--- src/rtl/ram_2port_be_if.sv ---
// Bus bundle for ram_2port_be: write port, read port and clear/busy control.
// The RAM takes the slave modport; the user logic takes master.
interface ram_2port_be_if #(
  parameter int unsigned WIDTH = 16,
  parameter int unsigned DEPTH = 8
);
  localparam int unsigned AW = $clog2(DEPTH);
  localparam int unsigned NB = WIDTH / 8;

  logic             i_Wr_DV;
  logic [AW-1:0]    i_Wr_Addr;
  logic [WIDTH-1:0] i_Wr_Data;
  logic [NB-1:0]    i_Wr_BE;
  logic             i_Rd_En;
  logic [AW-1:0]    i_Rd_Addr;
  logic [WIDTH-1:0] o_Rd_Data;
  logic             o_Rd_DV;
  logic             i_Clear;
  logic             o_Busy;

  modport slave (
    input  i_Wr_DV, i_Wr_Addr, i_Wr_Data, i_Wr_BE, i_Rd_En, i_Rd_Addr, i_Clear,
    output o_Rd_Data, o_Rd_DV, o_Busy
  );

  modport master (
    output i_Wr_DV, i_Wr_Addr, i_Wr_Data, i_Wr_BE, i_Rd_En, i_Rd_Addr, i_Clear,
    input  o_Rd_Data, o_Rd_DV, o_Busy
  );
endinterface

--- src/rtl/ram_2port_be.sv ---
// Simple dual-port RAM with byte enables, 1/2-cycle read latency, selectable
// read-during-write behaviour and a zeroing clear engine.
module ram_2port_be #(
  parameter int unsigned WIDTH          = 16,
  parameter int unsigned DEPTH          = 8,
  parameter int unsigned RD_LATENCY     = 1,
  parameter int unsigned RDW_MODE       = 0,
  parameter int unsigned CLEAR_ON_RESET = 1
) (
  input  logic               i_Clk,
  input  logic               i_Rst_L,
  ram_2port_be_if.slave      ram_io
);
  localparam int unsigned AW = $clog2(DEPTH);
  localparam int unsigned NB = WIDTH / 8;
  localparam logic [AW:0]   DepthW   = (AW + 1)'(DEPTH);
  localparam logic [AW-1:0] LastAddr = AW'(DEPTH - 1);

  typedef enum logic [0:0] {StIdle, StClear} state_e;
  localparam state_e StReset = (CLEAR_ON_RESET != 0) ? StClear : StIdle;

  state_e          state_q, state_d;
  logic [AW-1:0]   cnt_q, cnt_d;
  logic [WIDTH-1:0] mem_q [DEPTH];

  logic             busy;
  logic             wr_in_range, rd_in_range;
  logic             wr_acc, rd_acc;
  logic [WIDTH-1:0] wr_old, wr_merged, rd_word;
  logic             mem_we;
  logic [AW-1:0]    mem_waddr;
  logic [WIDTH-1:0] mem_wdata;

  logic             dv1_q, dv1_d, dv2_q, dv2_d;
  logic [WIDTH-1:0] data1_q, data1_d, data2_q, data2_d;

  assign busy        = (state_q == StClear);
  assign wr_in_range = ({1'b0, ram_io.i_Wr_Addr} < DepthW);
  assign rd_in_range = ({1'b0, ram_io.i_Rd_Addr} < DepthW);
  assign wr_acc      = ram_io.i_Wr_DV & ~busy & wr_in_range;
  assign rd_acc      = ram_io.i_Rd_En & ~busy;

  // Byte-merged write word; also serves as the write-first bypass value.
  always_comb begin
    wr_old    = wr_in_range ? mem_q[ram_io.i_Wr_Addr] : '0;
    wr_merged = wr_old;
    for (int k = 0; k < NB; k++) begin
      if (ram_io.i_Wr_BE[k]) wr_merged[8*k +: 8] = ram_io.i_Wr_Data[8*k +: 8];
    end
  end

  always_comb begin
    if (!rd_in_range) begin
      rd_word = '0;
    end else if ((RDW_MODE == 1) && wr_acc && (ram_io.i_Wr_Addr == ram_io.i_Rd_Addr)) begin
      rd_word = wr_merged;
    end else begin
      rd_word = mem_q[ram_io.i_Rd_Addr];
    end
  end

  always_comb begin
    state_d   = state_q;
    cnt_d     = cnt_q;
    mem_we    = 1'b0;
    mem_waddr = ram_io.i_Wr_Addr;
    mem_wdata = wr_merged;
    unique case (state_q)
      StIdle: begin
        mem_we = wr_acc;
        if (ram_io.i_Clear) state_d = StClear;
      end
      StClear: begin
        mem_we    = 1'b1;
        mem_waddr = cnt_q;
        mem_wdata = '0;
        if (cnt_q == LastAddr) begin
          state_d = StIdle;
          cnt_d   = '0;
        end else begin
          cnt_d = cnt_q + 1'b1;
        end
      end
      default: state_d = StIdle;
    endcase
  end

  // Stage 2 drains independently of busy so in-flight reads still complete.
  always_comb begin
    dv1_d   = rd_acc;
    data1_d = rd_acc ? rd_word : data1_q;
    dv2_d   = dv1_q;
    data2_d = dv1_q ? data1_q : data2_q;
  end

  always_ff @(posedge i_Clk or negedge i_Rst_L) begin
    if (!i_Rst_L) begin
      state_q <= StReset;
      cnt_q   <= '0;
      dv1_q   <= 1'b0;
      dv2_q   <= 1'b0;
      data1_q <= '0;
      data2_q <= '0;
    end else begin
      state_q <= state_d;
      cnt_q   <= cnt_d;
      dv1_q   <= dv1_d;
      dv2_q   <= dv2_d;
      data1_q <= data1_d;
      data2_q <= data2_d;
    end
  end

  always_ff @(posedge i_Clk) begin
    if (mem_we) mem_q[mem_waddr] <= mem_wdata;
  end

  assign ram_io.o_Rd_DV   = (RD_LATENCY == 2) ? dv2_q : dv1_q;
  assign ram_io.o_Rd_Data = (RD_LATENCY == 2) ? data2_q : data1_q;
  assign ram_io.o_Busy    = busy;
endmodule

--- src/flat_wrapper.sv ---
// flat-port wrapper written by rule: the top's interface ports become plain ports
module ram_2port_be_flat 
#(
  parameter int unsigned WIDTH          = 16,
  parameter int unsigned DEPTH          = 8,
  parameter int unsigned RD_LATENCY     = 1,
  parameter int unsigned RDW_MODE       = 0,
  parameter int unsigned CLEAR_ON_RESET = 1
)
  (i_Clk, i_Rst_L, ram_io_i_Wr_DV, ram_io_i_Wr_Addr, ram_io_i_Wr_Data, ram_io_i_Wr_BE, ram_io_i_Rd_En, ram_io_i_Rd_Addr, ram_io_i_Clear, ram_io_o_Rd_Data, ram_io_o_Rd_DV, ram_io_o_Busy);
  ram_2port_be_if #(.WIDTH(WIDTH), .DEPTH(DEPTH)) ram_io_i ();
  input  logic i_Clk;
  input  logic i_Rst_L;
  input wire logic [$bits(ram_io_i.i_Wr_DV)-1:0] ram_io_i_Wr_DV;
  input wire logic [$bits(ram_io_i.i_Wr_Addr)-1:0] ram_io_i_Wr_Addr;
  input wire logic [$bits(ram_io_i.i_Wr_Data)-1:0] ram_io_i_Wr_Data;
  input wire logic [$bits(ram_io_i.i_Wr_BE)-1:0] ram_io_i_Wr_BE;
  input wire logic [$bits(ram_io_i.i_Rd_En)-1:0] ram_io_i_Rd_En;
  input wire logic [$bits(ram_io_i.i_Rd_Addr)-1:0] ram_io_i_Rd_Addr;
  input wire logic [$bits(ram_io_i.i_Clear)-1:0] ram_io_i_Clear;
  output wire logic [$bits(ram_io_i.o_Rd_Data)-1:0] ram_io_o_Rd_Data;
  output wire logic [$bits(ram_io_i.o_Rd_DV)-1:0] ram_io_o_Rd_DV;
  output wire logic [$bits(ram_io_i.o_Busy)-1:0] ram_io_o_Busy;
  assign ram_io_i.i_Wr_DV = ram_io_i_Wr_DV;
  assign ram_io_i.i_Wr_Addr = ram_io_i_Wr_Addr;
  assign ram_io_i.i_Wr_Data = ram_io_i_Wr_Data;
  assign ram_io_i.i_Wr_BE = ram_io_i_Wr_BE;
  assign ram_io_i.i_Rd_En = ram_io_i_Rd_En;
  assign ram_io_i.i_Rd_Addr = ram_io_i_Rd_Addr;
  assign ram_io_i.i_Clear = ram_io_i_Clear;
  assign ram_io_o_Rd_Data = ram_io_i.o_Rd_Data;
  assign ram_io_o_Rd_DV = ram_io_i.o_Rd_DV;
  assign ram_io_o_Busy = ram_io_i.o_Busy;
  ram_2port_be #(.WIDTH(WIDTH), .DEPTH(DEPTH), .RD_LATENCY(RD_LATENCY), .RDW_MODE(RDW_MODE), .CLEAR_ON_RESET(CLEAR_ON_RESET)) u_core (.i_Clk(i_Clk), .i_Rst_L(i_Rst_L), .ram_io(ram_io_i));
endmodule
--- config.mk ---
export PLATFORM = sky130hd
export DESIGN_NAME = ram_2port_be_flat
export DESIGN_NICKNAME = d
export VERILOG_FILES = /design/src/rtl/ram_2port_be_if.sv /design/src/rtl/ram_2port_be.sv /design/src/flat_wrapper.sv
export SDC_FILE = /design/constraint.sdc
export NUM_CORES = 1
export LEC_CHECK = 0
export BUFFER_PORTS_ARGS = -buffer_cell sky130_fd_sc_hd__buf_4
export CAP_MARGIN = 20
export CORE_ASPECT_RATIO = 0.6
export CORE_MARGIN = 1.5
export CORE_UTILIZATION = 40
export CTS_CLUSTER_SIZE = 14
export DETAILED_ROUTE_END_ITERATION = 10
export PLACE_DENSITY_LB_ADDON = 0.1
export SLEW_MARGIN = 20
export SYNTH_ARGS = -nofsm -noshare
export SYNTH_HDL_FRONTEND = slang
export SYNTH_SLANG_ARGS = --single-unit
export TNS_END_PERCENT = 10
--- constraint.sdc ---
create_clock -name i_Clk -period 4.8 [get_ports i_Clk]
set_input_delay 0.96 -clock i_Clk [delete_from_list [all_inputs] [get_ports i_Clk]]
set_output_delay 0.96 -clock i_Clk [all_outputs]
set_load 0.05 [all_outputs]
; Word-level counts from Yosys, hierarchy flattened
; Memory sizes are Yosys's and may differ from the RTL's. A register that Yosys moved wholly into a read port is not among the register bits.
; Cells that the tools add are included.
; W data, S select, Z words.
[word_totals]
out_inout_bits = 18
word_cells = 21
regBits = 5
mem_bits_rw = 128
latch_bits = 0
rom_bits = 0
inputBits = 29
mem_count = 1
[mem_list]
columns = name, words, width, rd, rd_ports_with_merged_regs, wr, line
row1 = u_core.mem_q, 8, 16, 2, 1, 1, ram_2port_be.sv:24  ; logic [WIDTH-1:0] mem_q [DEPTH];
[op_classes]
add_sub_neg = 1
shifts = 0
reduce_logical = 1
bitwise_logic = 3
n_div = 0
muxes = 11
multipliers = 0
eq_ne = 1
order_cmp = 0
[op_table]
columns = operator, count
row1 = $mux W16, 1
row2 = $mux W8, 2
row3 = $mux W3, 2
row4 = $mux W1, 4
row5 = $pmux W1 S2, 2
row6 = $add A3 B1 Y3 const B, 1
row7 = $eq A3 B3 Y1 const B, 1
row8 = $and A1 B1 Y1, 2
row9 = $logic_not A1 Y1, 1
row10 = $not A1 Y1, 1

; Logic depth before layout (Yosys ltp)
; Gate-level depths: netlist (run 1).
[logic_depth]
word_depth = 5
mapped_depth = 6
mapped_depth_nobuf = 4

; Worst setup path before layout (run 1)
; OpenSTA, ideal clock, no wires.
[synth_path]
path_kind = input to register
from = input port ram_io_i_Wr_Addr[0]
to = memory u_core.mem_q[1][0], enable pin
arrival_time_ps = 2476
n_path_buf = 3
t_required_ps = 4412
setup_ps = 388
stages = 6
slack_ps = 1936
path_cell_list = clkbuf_1 > buf_6 > buf_2 > and3b_1 > a21oi_1 > nor2_1
[synth_via]
elab_chain_len = 1
[synth_rtl]
columns = item, line
row1 = from (decl), flat_wrapper.sv:15  ; input wire logic [$bits(ram_io_i.i_Wr_Addr)-1:0] ram_io_i_Wr_Addr;
row2 = $mux W3, ram_2port_be.sv:68  ; unique case (state_q)
row3 = to (decl), ram_2port_be.sv:24
; No other way between the ends.

; Worst setup path after layout (run 1)
[layout_path]
from = input port ram_io_i_Wr_Addr[0]
to = memory u_core.mem_q[7][11], enable pin
; The elaborated chain is that of the path after synthesis.

==> results of run 1 <==
-- worst paths after layout --
path	cells after the start	slack, ps	to	from
setup / recovery	5	1900	u_core.mem_q[7][11]	ram_io_i_Wr_Addr[0]
hold / removal	1	450	u_core.ram_io.o_Rd_Data[13]	i_Rst_L
setup reg to reg	4	2000	u_core.mem_q[4][11]	u_core.ram_io.o_Busy
hold reg to reg	2	480	u_core.ram_io.o_Rd_Data[13]	u_core.ram_io.o_Rd_Data[13]
max in group asynchronous	1	4030	u_core.ram_io.o_Busy	i_Rst_L
min in group i_Clk	2	480	u_core.ram_io.o_Rd_Data[13]	u_core.ram_io.o_Rd_Data[13]
-- final cells by class --
| class | instances | share of cell area [%] |
|---|---|---|
| clock inverter | 13 | 1.794 |
| multi-input combinational | 308 | 29.74 |
| inverter | 19 | 0.8668 |
| timing repair buffer | 62 | 5.657 |
| clock buffer | 19 | 5.262 |
| sequential | 149 | 53.12 |
| tap | 234 | 3.558 |
-- metrics by stage --
| step | hold WS, ps | util, % | setup WS [ps] | cell area [um^2] |
|---|---|---|---|---|
| 2_1_floorplan | 531.0 | - | 1936 | 7098 |
| 5_1_grt | 463.0 | 47.65 | 1819 | 8228 |
| 4_1_cts | 456.8 | 47.65 | 1913 | 8228 |
| 6_report | 453.7 | 47.65 | 1904 | 8228 |
| 3_5_place_dp | 472.5 | 44.29 | 1481 | 7647 |
| 3_3_place_gp | 468.1 | 44.29 | 1506 | 7647 |
-- state kept, by name, summed over array words and instances, names as in the netlist --
name                     flops
u_core.mem_q               128
u_core.ram_io.o_Rd_Data     16
u_core.cnt_q                 3
u_core.ram_io.o_Busy         1
u_core.ram_io.o_Rd_DV        1
-- metal layers --
layer	vias to the layer above	track usage [%]
met5	-	0
met1	2268	30.25
met2	116	33.36
met4	0	5.433
li1	2073	-
met3	14	3.755
-- power by group through the flow --
stage / registers, W / logic [W] / clock network [W]
final: 0.00216 / 0.00140 / 0.00132
after global routing: 0.00220 / 0.00151 / 0.00140
after CTS: 0.00216 / 0.00142 / 0.00134
after detailed placement: 0.00218 / 0.00142 / 0
after global placement: 0.00218 / 0.00140 / 0
after floorplan: 0.00233 / 0.000702 / 0
-- cells in the mapped netlist, types with 3 or more instances --
master	n
a21oi_1	18
a22o_1	16
buf_1	6
buf_2	13
buf_4	5
buf_6	4
clkbuf_1	11
dfrtp_1	20
edfxtp_1	128
inv_1	19
mux2_1	8
mux2_2	26
mux2i_1	97
nand2_1	20
nand2b_1	4
nor2_1	43
nor2b_1	3
o22ai_1	32
o31ai_1	16
o41a_1	16
-- cell families (layout without fill, tap and decap cells) --
kind of cell,Yosys count,after routing,synth area share (%)
simple gates,72,72,4.160
fa+ha+maj,2,2,0.3525
buf+inv,58,113,3.984
compound gates,103,103,10.86
flops,149,149,61.57
mux,131,131,19.07
-- critical path, delay by kind of cell --
| family | cells | cell delay [ps] |
|---|---|---|
| compound gates | 1 | 80 |
| buf+inv | 2 | 950 |
| simple gates | 2 | 980 |
==> results.cfg, run 1 <==
[logic_synthesis]
synth-seq-area-share_pct = 61.57
async_reset_ff_share_pct = 14.09
synthesis.area_mm2 = 0.007098
synth_edf_count = 128
synth_fp_nets = 546
synth_top_area_share_pct = 54.15
netlist_instances = 515
ys_types = 27
synth_ff_type = edfxtp_1
synth_top_area_cell = edfxtp_1
yosys-top-cells-area = edfxtp_1 (54%), mux2i_1 (14%), dfrtp_1 (7.1%), mux2_2 (4.1%), o22ai_1 (2.8%)
ys_warn_count = 0
syn_area_per_cell_um2 = 13.78
ys_ff_latch = 149

[drt]
drtAntennaViolNets = 0
route.detailed.vias_per_inst = 5.561
drt_pass1_iterations = 5
wl_per_cell_um = 23.48
vias = 4471
wl_met3_um = 686
finalWirelength_um = 18880
route.met2.wl_um = 8618
wl_met1_um = 9405
drt_iter0_markers = 410
highest_layer = met4
drc = 0

[cells_and_area]
layout_commonest_cell = edfxtp_1
nets = 588
most-common-layout-cells = edfxtp_1 (128), mux2i_1 (97), buf_4 (62)
multi_input_area_mm2 = 0.002447
synthToLayoutAreaGrowth_pct = 15.92
area.sequential_mm2 = 0.004370
n_antenna_cell = 0
drive_gt1_share_pct = 21.05
layoutNonFillerInstCount = 804
num-fill-cells = 1504

[run]
max_cap_viol_count = 0

[clock_tree]
cts_tree = yes
cts_setup_buffers = 0
cts_buffers = 17
clk_latency_ps = 420
cts-resized-gates = 0
path_clk_slew_ps = 60
postCtsHoldBufs = 0
cts_root_buffer = clkbuf_16
clockBufferDepth = 2
cts_num_sinks = 149
htreeDepth = 4

[sta]
drv_slew = 0
finalSetupTns_ps = 0
max_slew_margin_pct = 25.69
min_period_ps = 2896
hold_viol = 0
period_share_pct = 60.33
setup_viol = 0
worst_pin_slew_ps = 1115
fmax_mhz = 345.3
rsz0062_at_grt = no
clock_skew_ps = 11.04

[placed_design]
dp_hpwl_um = 11120
place_congestion = 0.7716
place_inst = 772
io_buffers = 46

[worst_setup_path]
required_ps = 4910
cp.arrival_ps = 3000
crit_path_top_delay_cell = nor2_1
endpoint_kind = register
cp_max_fo = 44
critPathLaunchType = input pin
path_class = input pin to register
path_cells = buf_4, and3b_1, a21oi_1, nor2_1, buf_4
worst_path_most_repeated_cell = buf_4
cp_slowest_stage_delay_ps = 710

[global_route]
grt_usage_pct = 21.15
grt_max_degree = 65
antenna_found_initial = 0
grt_pass1_wl_um = 28260
grt_overflow = 0
grt_pass1_vias = 4575

[floorplanning]
start_util_pct = 41.11
core_area_mm2 = 0.01727
die-width_um = 175.0
rows = 37
die_area_mm2 = 0.01858
die_y_um = 106.2
ios = 47

[power]
p_total_w = 0.004882
switchingPower_w = 0.001704
p_per_area_mw_per_mm2 = 593.3
ir_worst_vdd_mv = 0.2663
p_int_w = 0.003177
p_seq_share_pct = 44.2
comb_power_share_pct = 28.8
leakage_nw = 3.230
power.share.clock_pct = 27.0
switching_share_pct = 34.92

[hold_path]
hold_path_class = input pin to async pin

[status]
status = completed
(Power assumes the default switching activity.)
==> inputs of run 2 (changes only) <==
- ABC_AREA: default -> 1
- clock period: 4.8 -> 2.8 ns (I/O delays scaled with it)
==> results.cfg, run 2 <==
[status]
status = completed

[global_route]
grt_pass1_vias = 5761
grt_max_degree = 48
grt_usage_pct = 23.99
antenna_found_initial = 0
grt_pass1_wl_um = 35010
grt_overflow = 0

[worst_setup_path]
cp_slowest_stage_delay_ps = 730
endpoint_kind = output port
critPathLaunchType = register
cp_max_fo = 18
reg2reg_from = u_core.ram_io.o_Busy
required_ps = 2240
worst_path_most_repeated_cell = buf_4
path_class = register to output port
cp-startpoint = u_core.ram_io.o_Busy
cp.arrival_ps = 1790
crit_path_top_delay_cell = dfstp_2
path_cells = buf_4, buf_4

[cells_and_area]
synthToLayoutAreaGrowth_pct = 15.56
largest_register_ffs = 128
layout_commonest_cell = nand2_1
design_area_mm2 = 0.008781
layoutNonFillerInstCount = 1191
n_antenna_cell = 0
largest-register = u_core.mem_q
most-common-layout-cells = nand2_1 (348), nand3_1 (176), edfxtp_1 (128)
drive_gt1_share_pct = 13.88
nets = 969

[floorplanning]
core_area_mm2 = 0.01835
die_area_mm2 = 0.01986
die-width_um = 180.9
rows = 38
die_y_um = 109.8
start_util_pct = 41.40
ios = 47

[logic_synthesis]
synth_top_area_cell = edfxtp_1
synth_top_area_share_pct = 50.58
ys_types = 21
synth.most_common_cell = nand2_1
synth-seq-area-share_pct = 57.52
ys_ff_latch = 149
synthesis.area_mm2 = 0.007599
synth_fp_nets = 921
synth_common_cells = nand2_1 (348), nand3_1 (176), edfxtp_1 (128), nor2_1 (70), inv_1 (60)
synth_ff_type = edfxtp_1
syn_area_per_cell_um2 = 8.538
async_reset_ff_share_pct = 14.09
yosys-top-cells-area = edfxtp_1 (51%), nand2_1 (17%), nand3_1 (12%), dfrtp_1 (6.6%), nor2_1 (3.5%)
synth_edf_count = 128
netlist_instances = 890
ys_warn_count = 0

[power]
p_per_area_mw_per_mm2 = 1005
leakage_nw = 3.933
ir_worst_vdd_mv = 0.5223

[drt]
drtAntennaViolNets = 0
drt_iter0_markers = 723
drc = 0
route.detailed.vias_per_inst = 5.214
drt_pass1_iterations = 6
vias = 6210
wl_per_cell_um = 19.09
finalWirelength_um = 22740

[placed_design]
place_inst = 1159
placed_area_mm2 = 0.008217
place_congestion = 0.8337
dp_hpwl_um = 14030
io_buffers = 46
pre_cts_ws_ps = 781.6

[sta]
drv_slew = 0
period_share_pct = 83.81
setup_viol = 0
rsz0062_at_grt = no
setup_ws_ps = 453.4
max_slew_margin_pct = 63.74
min_period_ps = 2347
fmax_mhz = 426.1
clock_skew_ps = 12.48
worst_pin_slew_ps = 542.6
hold_viol = 0
finalSetupTns_ps = 0

[clock_tree]
cts_setup_buffers = 0
cts_buffers = 17
path_clk_slew_ps = 70
cts-resized-gates = 0
htreeDepth = 4
cts_tree = yes
postCtsHoldBufs = 0
cts_root_buffer = clkbuf_16
cts_num_sinks = 149
clockBufferDepth = 2
clk_latency_ps = 420

[run]
max_cap_viol_count = 0

[hold_path]
hold_path_class = input pin to async pin
==> run 2: final cells by class <==
class / count / area (um^2)
clock buffer: 19 / 452.9
clock inverter: 13 / 111.4
fill: 1747 / 9572
timing repair buffer: 83 / 660.6
tap: 240 / 300.3
multi-input combinational: 622 / 2641
inverter: 65 / 244.0
sequential: 149 / 4370
==> run 2: worst paths after layout <==
check | to | slack (ps) | cells past startpoint
worst max-delay path | ram_io_o_Busy | 450 | 2
worst min-delay path | u_core.ram_io.o_Rd_Data[9] | 9 | 1
worst max register to register | u_core.mem_q[5][10] | 810 | 5
worst min register to register | u_core.ram_io.o_Rd_Data[8] | 480 | 2
max in group asynchronous | u_core.ram_io.o_Busy | 2500 | 1
min in group i_Clk | u_core.ram_io.o_Busy | 390 | 2
==> run 2: routing by layer <==
| metal | GRT usage (%) | share of wire, % |
|---|---|---|
| met5 | 0 | 0 |
| met4 | 7.500 | 1.5 |
| met3 | 3.544 | 7.9 |
| met2 | 36.38 | 42 |
| met1 | 35.50 | 48 |
==> run 2: kinds of logic (layout without fill, tap and decap cells) <==
group                    after synthesis  after routing  share of synthesized area (%)
flip-flops                           149            149                          57.52
adder cells (fa/ha/maj)                2              2                         0.3293
buffers and inverters                119            180                          7.986
multiplexers                           1              1                         0.1482
AO/OA/AOI/OAI                         23             23                          1.548
AND/OR/NAND/NOR                      596            596                          32.47
==> run 2: stage by stage <==
| step | utilization, % | total power [W] | hold slack, ps |
|---|---|---|---|
| detailed placement | 44.77 | 0.006661 | 464.9 |
| global placement | 44.77 | 0.006669 | 462.6 |
| finish | 47.85 | 0.008821 | 9.275 |
| global route | 47.85 | 0.009293 | 19.04 |
| CTS | 47.85 | 0.008846 | 13.92 |
| floorplan | - | 0.005480 | 264.4 |
==> run 2: worst max-delay path, delay by kind of cell, from the launching register on <==
family / cells / cell delay [ps]
flops: 1 / 730
buf+inv: 2 / 640
==> run 2: power by group <==
group / switching, W / internal (W)
combinational: 0.00203 / 0.000814
clock: 0.000984 / 0.00121
sequential: 0.000359 / 0.00343
==> inputs of run 3 (changes only) <==
- clock period: 2.8 -> 2.4 ns (I/O delays scaled with it)
==> results.cfg, run 3 (synthesis gave the netlist of run 2 again) <==
[floorplanning]
start_util_pct = 41.40
core_area_mm2 = 0.01835
die-width_um = 180.9
die_area_mm2 = 0.01986
die_y_um = 109.8
rows = 38
ios = 47

[sta]
min_period_ps = 2200
setup_viol = 0
max_slew_margin_pct = 71.89
fmax_mhz = 454.6
period_share_pct = 91.65
drv_slew = 0
rsz0062_at_grt = no
setup_ws_ps = 200.5
hold_viol = 0
finalSetupTns_ps = 0
clock_skew_ps = 9.933
worst_pin_slew_ps = 421.6

[worst_setup_path]
path_class = register to output port
cp.arrival_ps = 1720
worst-r2r-cell-count = 5
endpoint_kind = output port
critPathLaunchType = register
required_ps = 1920
cp_max_fo = 17

[cells_and_area]
drive_gt1_share_pct = 14.14
synthToLayoutAreaGrowth_pct = 16.70
largest_register_ffs = 128
n_antenna_cell = 0
num-fill-cells = 1744
most-common-layout-cells = nand2_1 (348), nand3_1 (176), edfxtp_1 (128)
nets = 973
layout_commonest_cell = nand2_1
fin_util_pct = 48.32
largest-register = u_core.mem_q

[global_route]
grt_overflow = 0
grt_pass1_wl_um = 35450
grt_usage_pct = 24.38
antenna_found_initial = 0
grt_max_degree = 65
grt_pass1_vias = 5939

[status]
status = completed

[clock_tree]
path_clk_slew_ps = 70
cts_tree = yes
cts_setup_buffers = 0
cts_num_sinks = 149
clockBufferDepth = 2
cts_buffers = 17
postCtsHoldBufs = 1
clk_latency_ps = 420
htreeDepth = 4
cts-resized-gates = 0
cts_root_buffer = clkbuf_16

[placed_design]
pre_cts_ws_ps = 543.3
io_buffers = 46
place_congestion = 0.8289
dp_hpwl_um = 14700

[run]
max_cap_viol_count = 0

[hold_path]
hold_path_class = input pin to register
hold_depth = 2

[drt]
route.detailed.vias_per_inst = 5.329
drtAntennaViolNets = 0
route.met2.wl_um = 9658
wl_met3_um = 1941
vias = 6368
highest_layer = met4
wl_met1_um = 11210
drt_pass1_iterations = 5
drt_iter0_markers = 704
wl_per_cell_um = 19.42
finalWirelength_um = 23210
drc = 0

[power]
leakage_nw = 3.965
p_per_area_mw_per_mm2 = 1168
ir_worst_vdd_mv = 0.6354
p_total_w = 0.01036
## run 3: changes by cell type in the layout (fill, tap and decap cells not counted), sizes merged
| cell | before | now |
|---|---|---|
| inv | 73 | 72 |
| clkbuf | 19 | 18 |
| dlygate4sd3 | 0 | 1 |
| buf | 83 | 86 |
| clkinv | 3 | 5 |
## run 3: stage by stage
| stage | cells | hold WS (ps) | instance area, um^2 |
|---|---|---|---|
| 2_1_floorplan | 890 | 184.4 | 7599 |
| 3_3_place_gp | 1162 | 383.9 | 8302 |
| 3_5_place_dp | 1162 | 383.3 | 8302 |
| 4_1_cts | 1195 | 300.2 | 8867 |
| 5_1_grt | 1195 | 290.1 | 8867 |
| 6_report | 1195 | 303.6 | 8867 |
## run 3: area by class of cell
type,count,area (um^2),share of cell area (%)
tap,240,300.3,3.386
multi-input combinational,622,2641,29.79
timing repair buffer,87,755.7,8.523
clock inverter,14,116.4,1.312
inverter,65,244.0,2.752
clock buffer,18,439.2,4.953
sequential,149,4370,49.29
## run 3: final timing paths
check,startpoint,endpoint,slack [ps]
min in group asynchronous,i_Rst_L,u_core.ram_io.o_Rd_Data[9],480
min,ram_io_i_Clear,u_core.ram_io.o_Busy,300
max in group asynchronous,i_Rst_L,u_core.ram_io.o_Busy,1630
min reg2reg,u_core.ram_io.o_Rd_Data[0],u_core.ram_io.o_Rd_Data[0],480
max,u_core.ram_io.o_Busy,ram_io_o_Busy,200
max reg2reg,u_core.ram_io.o_Busy,u_core.mem_q[6][8],580
## run 3: power breakdown
part | switching [W] | internal, W
clock | 0.00116 | 0.00138
sequential | 0.000422 | 0.00400
combinational | 0.00237 | 0.00102
## run 3: critical path, stage by stage (launching register included)
cell and delay (ps):
dfstp_2 680, buf_4 350, buf_4 260
## run 3: per-layer routing
metal,vias to the layer above,global-route usage [%]
met5,-,0
met1,3032,37.62
met2,288,34.25
met3,32,4.041
met4,0,8.512
li1,3016,-
